==> config.mk <==
export PLATFORM = sky130hd
export DESIGN_NAME = ir_wand_transmitter
export DESIGN_NICKNAME = d
export VERILOG_FILES = /design/src/rtl/ir_wand_transmitter.sv
export SDC_FILE = /design/constraint.sdc
export NUM_CORES = 1
export LEC_CHECK = 0
export ABC_AREA = 1
export CAP_MARGIN = 20
export CORE_ASPECT_RATIO = 0.7
export CORE_MARGIN = 5
export CORE_UTILIZATION = 27
export CTS_CLUSTER_DIAMETER = 60
export DETAILED_ROUTE_END_ITERATION = 8
export RECOVER_POWER = 50
export SYNTH_ARGS = -nofsm -noshare
export SYNTH_HDL_FRONTEND = slang
export SYNTH_SLANG_ARGS = --single-unit
==> constraint.sdc <==
create_clock -name clock -period 5.1 [get_ports clock]
set_clock_uncertainty 0.2 [all_clocks]
set_input_delay 1.02 -clock clock [delete_from_list [all_inputs] [get_ports clock]]
set_output_delay 1.02 -clock clock [all_outputs]
set_load 0.02 [all_outputs]
==> src/rtl/ir_wand_transmitter.sv <==
// ir_wand_transmitter: sends a 16-bit code as a pulse-distance IR frame
// (leader, 16 MSB-first data bits, stop mark, gap) on a gated carrier.
module ir_wand_transmitter #(
   parameter int CARRIER_HALF = 658,
   parameter int LEAD_MARK    = 342,
   parameter int LEAD_SPACE   = 171,
   parameter int BIT_MARK     = 21,
   parameter int ZERO_SPACE   = 21,
   parameter int ONE_SPACE    = 64,
   parameter int GAP          = 1520
) (
   input  logic        clock,
   input  logic        reset,
   input  logic [15:0] code_in,
   input  logic        in_valid,
   output logic        in_ready,
   output logic        ir_out,
   output logic        envelope,
   output logic        busy,
   output logic        tx_done
);
   localparam int CW = $clog2(CARRIER_HALF + 1);
   typedef enum logic [2:0] {IDLE, LEAD_M, LEAD_S, BIT_M, BIT_S, STOP_M, GAP_S} state_t;
   state_t state_q, state_d;
   logic [15:0]   sh_q, tick_q, dur;
   logic [4:0]    bit_q;
   logic [CW-1:0] cnt_q;
   logic          phase_q, done_q, half_end, period_end, last;
   assign dur = state_q == LEAD_M ? 16'(LEAD_MARK) :
                state_q == LEAD_S ? 16'(LEAD_SPACE) :
                state_q == BIT_S  ? (sh_q[15] ? 16'(ONE_SPACE) : 16'(ZERO_SPACE)) :
                state_q == GAP_S  ? 16'(GAP) : 16'(BIT_MARK);
   assign half_end   = cnt_q == CW'(CARRIER_HALF - 1);
   // phase starts high, so a full carrier period ends on the wrap of the low half
   assign period_end = half_end && !phase_q;
   assign last       = period_end && tick_q == dur - 16'd1;
   always_comb begin
      state_d = state_q;
      case (state_q)
         IDLE:    state_d = in_valid ? LEAD_M : IDLE;
         LEAD_M:  state_d = last ? LEAD_S : LEAD_M;
         LEAD_S:  state_d = last ? BIT_M : LEAD_S;
         BIT_M:   state_d = last ? BIT_S : BIT_M;
         BIT_S:   state_d = last ? (bit_q == 5'd15 ? STOP_M : BIT_M) : BIT_S;
         STOP_M:  state_d = last ? GAP_S : STOP_M;
         GAP_S:   state_d = last ? IDLE : GAP_S;
         default: state_d = IDLE;
      endcase
   end
   always_ff @(posedge clock) begin
      if (reset) begin
         state_q <= IDLE;
         sh_q    <= '0;
         tick_q  <= '0;
         bit_q   <= '0;
         cnt_q   <= '0;
         phase_q <= 1'b0;
         done_q  <= 1'b0;
      end else begin
         state_q <= state_d;
         done_q  <= state_q == STOP_M && state_d == GAP_S;
         if (state_d != state_q) begin
            cnt_q   <= '0;
            phase_q <= 1'b1;
            tick_q  <= '0;
         end else if (state_q != IDLE) begin
            cnt_q   <= half_end ? '0 : cnt_q + CW'(1);
            phase_q <= half_end ? !phase_q : phase_q;
            tick_q  <= period_end ? tick_q + 16'd1 : tick_q;
         end
         if (state_q == IDLE && in_valid) begin
            sh_q  <= code_in;
            bit_q <= '0;
         end else if (state_q == BIT_S && last) begin
            sh_q  <= {sh_q[14:0], 1'b0};
            bit_q <= bit_q + 5'd1;
         end
      end
   end
   assign envelope = state_q == LEAD_M || state_q == BIT_M || state_q == STOP_M;
   assign ir_out   = envelope && phase_q;
   assign in_ready = state_q == IDLE;
   assign busy     = !in_ready;
   assign tx_done  = done_q;
endmodule

======== Word level (Yosys, flattened, before mapping) ========
Index checks and enable logic that the tools add are counted.
word-level totals
  output and inout bits ................... 5
  input bits .............................. 19
  flip-flop bits (word level) ............. 52
  word-level logic and storage cells ...... 61
cells by class
  add/sub/neg operators ................... 4
  equality and inequality tests ........... 11
  reduce and logical (&&, ||, !) cells .... 19
  mux-type cells .......................... 20
operators by type and width
  kind                   count
  $mux 11                4
  $mux 16                2
  $pmux 3 s7             1
  $add 16x1->16 const B  1
  $eq 16x16->1           1
  $eq 3x3->1 const B     4
  $mux 3                 4
  $sub 11x1->12 const B  1
  $add 10x1->10 const B  1
  $eq 10x10->1 const B   1
  $mux 10                1
  $mux 7                 1
  $eq 3x2->1 const B     2
  $logic_and 1x1->1      6
  $reduce_bool 2->1      3
  $add 5x1->5 const B    1
  $eq 5x4->1 const B     1
  $mux 1                 5
  $mux 2                 2
  $reduce_and 2->1       2
  $reduce_or 2->1        2
  $eq 3x1->1 const B     1
  $logic_not 3->1        1
  $ne 3x3->1             1
  other kinds (3)        5

======== Longest topological paths before layout ========
  word-level depth ........................ 13
  gate-level depth with buffers ........... 23
  depth with buffers taken out ............ 23

======== Worst setup path after synthesis ========
OpenSTA, ideal clock, no wires.
  path kind ............................... reg-to-reg
  start ................................... reg state_q[1]
  end ..................................... reg tick_q[1]
  setup slack ............................. 2.253 ns
  buffers on the path ..................... 1
  setup time .............................. 0.124 ns
  stages on the path, launching flop included .. 21
  period minus slack after synthesis ...... 2.847 ns
  arrival time ............................ 2.524 ns
  data required time ...................... 4.776 ns
  cells stage by stage .................... dfxtp_1 inv_2 nor2_2 nand2_2 nand2_1 inv_1 ha_1 inv_1 nand2_1 nand3_1 nor2_1 nand2_1 nor2_1 nand2_1 nor2_2 nand3_4 o21ai_0 o211ai_1 nand3_4 buf_12 nor2_4
between the ends
  word-level cells in the longest chain between the ends .. 12
  elaborated cells on any way between the ends .. 25
  classes of those cells .................. add/sub: 1; eq/ne: 8; mux: 11; reduce/logical: 5
RTL lines
  what                                  RTL line  source
  start, declared                       24        state_t state_q, state_d;
  start signal, assigned                60        state_q <= state_d;
  $eq 3x3->1                            32, 39
  $mux 11                               32        state_q == GAP_S ? 16'(GAP) : 16'(BIT_MARK);
  $mux 11                               31        state_q == BIT_S ? (sh_q[15] ? 16'(ONE_SPACE) : 16'(ZERO_SPACE)) :
  $mux 11                               30        state_q == LEAD_S ? 16'(LEAD_SPACE) :
  $mux 11                               29        assign dur = state_q == LEAD_M ? 16'(LEAD_MARK) :
  $sub 11x1->12                         36        assign last = period_end && tick_q == dur - 16'd1;
  $eq 16x16->1                          36
  $logic_and 1x1->1                     36
  $mux 2, or another cell as far along  41, 45
  $pmux 3 s7                            39        case (state_q)
  $ne 3x3->1                            62        if (state_d != state_q) begin
  $reduce_or 2->1 (no source line)      --
  end signal, assigned                  69        tick_q <= period_end ? tick_q + 16'd1 : tick_q;
  end, declared                         25        logic [15:0] sh_q, tick_q, dur;
Several ways; a longest one is shown, not always the timed one.
A chain may end at the register's enable or synchronous reset.

======== Final worst setup path ========
  start ................................... reg state_q[0]
  end ..................................... reg tick_q[10]
The elaborated chain is that of the path after synthesis.

==> impl_results.md <==
* Commonest cells in the netlist: nand2_1, inv_1, dfxtp_1
* DR vias at roughly 2600
* CTS Buf Count at 5
* I/O pin count at 24
* Final Max Slew Viols at 0
* Top cell type's share of synthesized area at 0.330
* Routed len/inst at 10.7 um
* Initial Util at 0.273
* # diodes at 0
* Number of fill cells at roughly 1300
* Vias per inst at 4.26
* Final Cycle Share at 0.861
* Hold_ws at 0.258 ns
* Yosys top cell by area: dfxtp_1
* DPL Wire Length at a little over 5000 um
* CTS tree: done
* Status: completed
* Max_cap viols at 0
* Detail Route Antenna Nets at 0
* Clock Tree Root: clkbuf_16
* DRC Markers at 0
* Syn-to-layout area delta at 15.6%
* Worst-Margin Slew at 0.729 ns
* Syn. warnings at 0
* Total Nets Final at 479
* Pwr dens at 245 nW/um2
* Gr usage total at 0.0956
* CP required at approximately 5.1 ns
* Final Hold Viols at 0
* CTS sink count at 52
* Post-CTS setup buffer count at 0
* Ranking of synthesized cells by area: dfxtp_1, nand2_1, nor2_4
* Peak supply drop at 0.138 mV
* Clock Latency Late Sink at 0.30 ns
* Synthesized net count at 458
* Clock Path Buffers at 2
* Netlist cell types at 36
* Critical Path AT at 4.40 ns
* Initial DRC Count at 139
* Synth Cell Area at approximately 3200 um2
* Unrepaired setup endpoints after global routing: false
* Register area at 1040 um2
* Critical path class: reg -> reg
* Die Y at 101 um
* Slew headroom at 0.514
* Hold_buf cts at 0
* Post_cts resized at 0
* Global route total overflow at 0
* TNS Setup at 0 ns
* Worst Setup End Kind: flop
* Leakage power total at 1.39 nW
* EDFF count, synth at 0
* Top_reg_cell synth: dfxtp_1
* DRT Pass-1 Iters at 4
* Routed WL at 6550 um
* Final setup fails at 0
* Die area at roughly 14000 um2
* Core area at 11600 um2
* Minimum clock period at between 4 and 5 ns
* Die W at 139 um
* Most common cell in the synthesized netlist: nand2_1
* I/O Buffers at 23
* Reg clk slew, reported paths at 0.08 ns
* Row cnt at 33
* Post-Syn Instances at ~430
* Min-Delay Path Class: reg -> reg
* H-tree levels at 2
* Register bit total from synthesis at 52
* Achievable Freq at 228 MHz
* Startpoint types: flop
* Syn Area/Cell at 7.30 um2
* Largest net degree at the start of global routing at 27
* Register area share after synthesis at 0.330
* First-pass GRT wire length at 11200 um
* Area of the multi-input gates at around 1700 um2
* Gp weighted congestion at 0.822
* CP max FO at 26
* Initial antenna violation count at 0
* Share of cells above drive strength 1 at 0.112
* Post-synth ARST share at 0
* Number of global-route vias before repair at 2434
[placed cells by master (no fill, tap or decap), drive strengths merged]
| cell | n |
|---|---|
| or2 | 1 |
| nor3 | 14 |
| nand3 | 32 |
| dfxtp | 52 |
| a221oi | 3 |
| o21ai | 15 |
| and2 | 1 |
| dlygate4sd3 | 5 |
| o31ai | 1 |
| a211oi | 1 |
| a21oi | 19 |
| clkbuf | 5 |
| nor2 | 61 |
| o21a | 1 |
| a22oi | 7 |
| a31oi | 3 |
| o221ai | 1 |
| clkinv | 1 |
| nor4 | 1 |
| inv | 79 |
| o211ai | 2 |
| ha | 6 |
| nand4 | 8 |
| clkdlybuf4s50 | 18 |
| xor2 | 19 |
| nand2 | 94 |
| xnor2 | 5 |
[cells by family (layout without fill, tap and decap cells)]
group | Yosys count | after routing | share of synthesized area
simple gates | 212 | 212 | 0.365
xor+xnor | 24 | 24 | 0.0665
fa+ha+maj | 6 | 6 | 0.0238
flops | 52 | 52 | 0.330
compound gates | 53 | 53 | 0.0994
buf+inv | 86 | 108 | 0.116
[worst max-delay path, stage by stage (launching register included)]
cell	delay (ns)
dfxtp_1	0.58
inv_1	0.20
nand3_1	0.23
nand3_1	0.21
ha_1	0.38
inv_1	0.05
nand2_1	0.07
nand3_1	0.07
nor2_1	0.09
nand2_1	0.05
nor2_1	0.11
nand2_1	0.07
nor2_1	0.16
nand3_4	0.12
nor2_4	0.45
nor2_4	0.19
nand2_1	0.10
nand2_1	0.06
nand2_2	0.10
nand3_4	0.51
nor2_1	0.26
[area by class of cell]
| class | instances | share of cell area |
|---|---|---|
| well taps | 157 | 0.0538 |
| repair buffers | 23 | 0.0631 |
| flip-flops and latches | 52 | 0.285 |
| clock buffers | 5 | 0.0343 |
| clock inverters | 3 | 0.00788 |
| multi-input cells | 295 | 0.477 |
| inverters | 77 | 0.0792 |
[per-layer routing]
metal | global-route usage | wire (um)
met1 | 0.135 | 3450
met2 | 0.146 | 2840
met3 | 0.0180 | 171
met4 | 0.0346 | 87
met5 | 0 | 0
[report_power, final]
| group | leakage [nW] | internal, mW | switching [mW] |
|---|---|---|---|
| registers | 0.422 | 0.417 | 0.00813 |
| clock network | 0.0767 | 0.189 | 0.169 |
| logic | 0.888 | 0.0418 | 0.0685 |
| total | 1.39 | 0.648 | 0.245 |
[flip-flops by register name (all words and copies together) (netlist names)]
signal and cells:
sh_q 16, phase_q 1, bit_q 5, tx_done 1
state_q 3, cnt_q 10, tick_q 16
[metrics by stage]
step,cells,worst slack [ns],power [mW],cell area (um2),util
after floorplan,433,2.25,0.520,3160,-
after global placement,604,1.07,0.547,3510,0.304
final,612,0.710,0.894,3650,0.316
after CTS,612,0.984,0.907,3660,0.317
after global routing,612,0.349,0.934,3650,0.316
after detailed placement,604,1.01,0.548,3510,0.304
[path summary, 6_finish.rpt]
check,slack (ns),endpoint,cells past startpoint,startpoint
worst max-delay path,0.71,tick_q[10],20,state_q[0]
worst min-delay path,0.26,sh_q[1],2,sh_q[1]
worst max register to register,0.71,tick_q[10],20,state_q[0]
worst min register to register,0.26,sh_q[1],2,sh_q[1]
(Power assumes the default switching activity.)
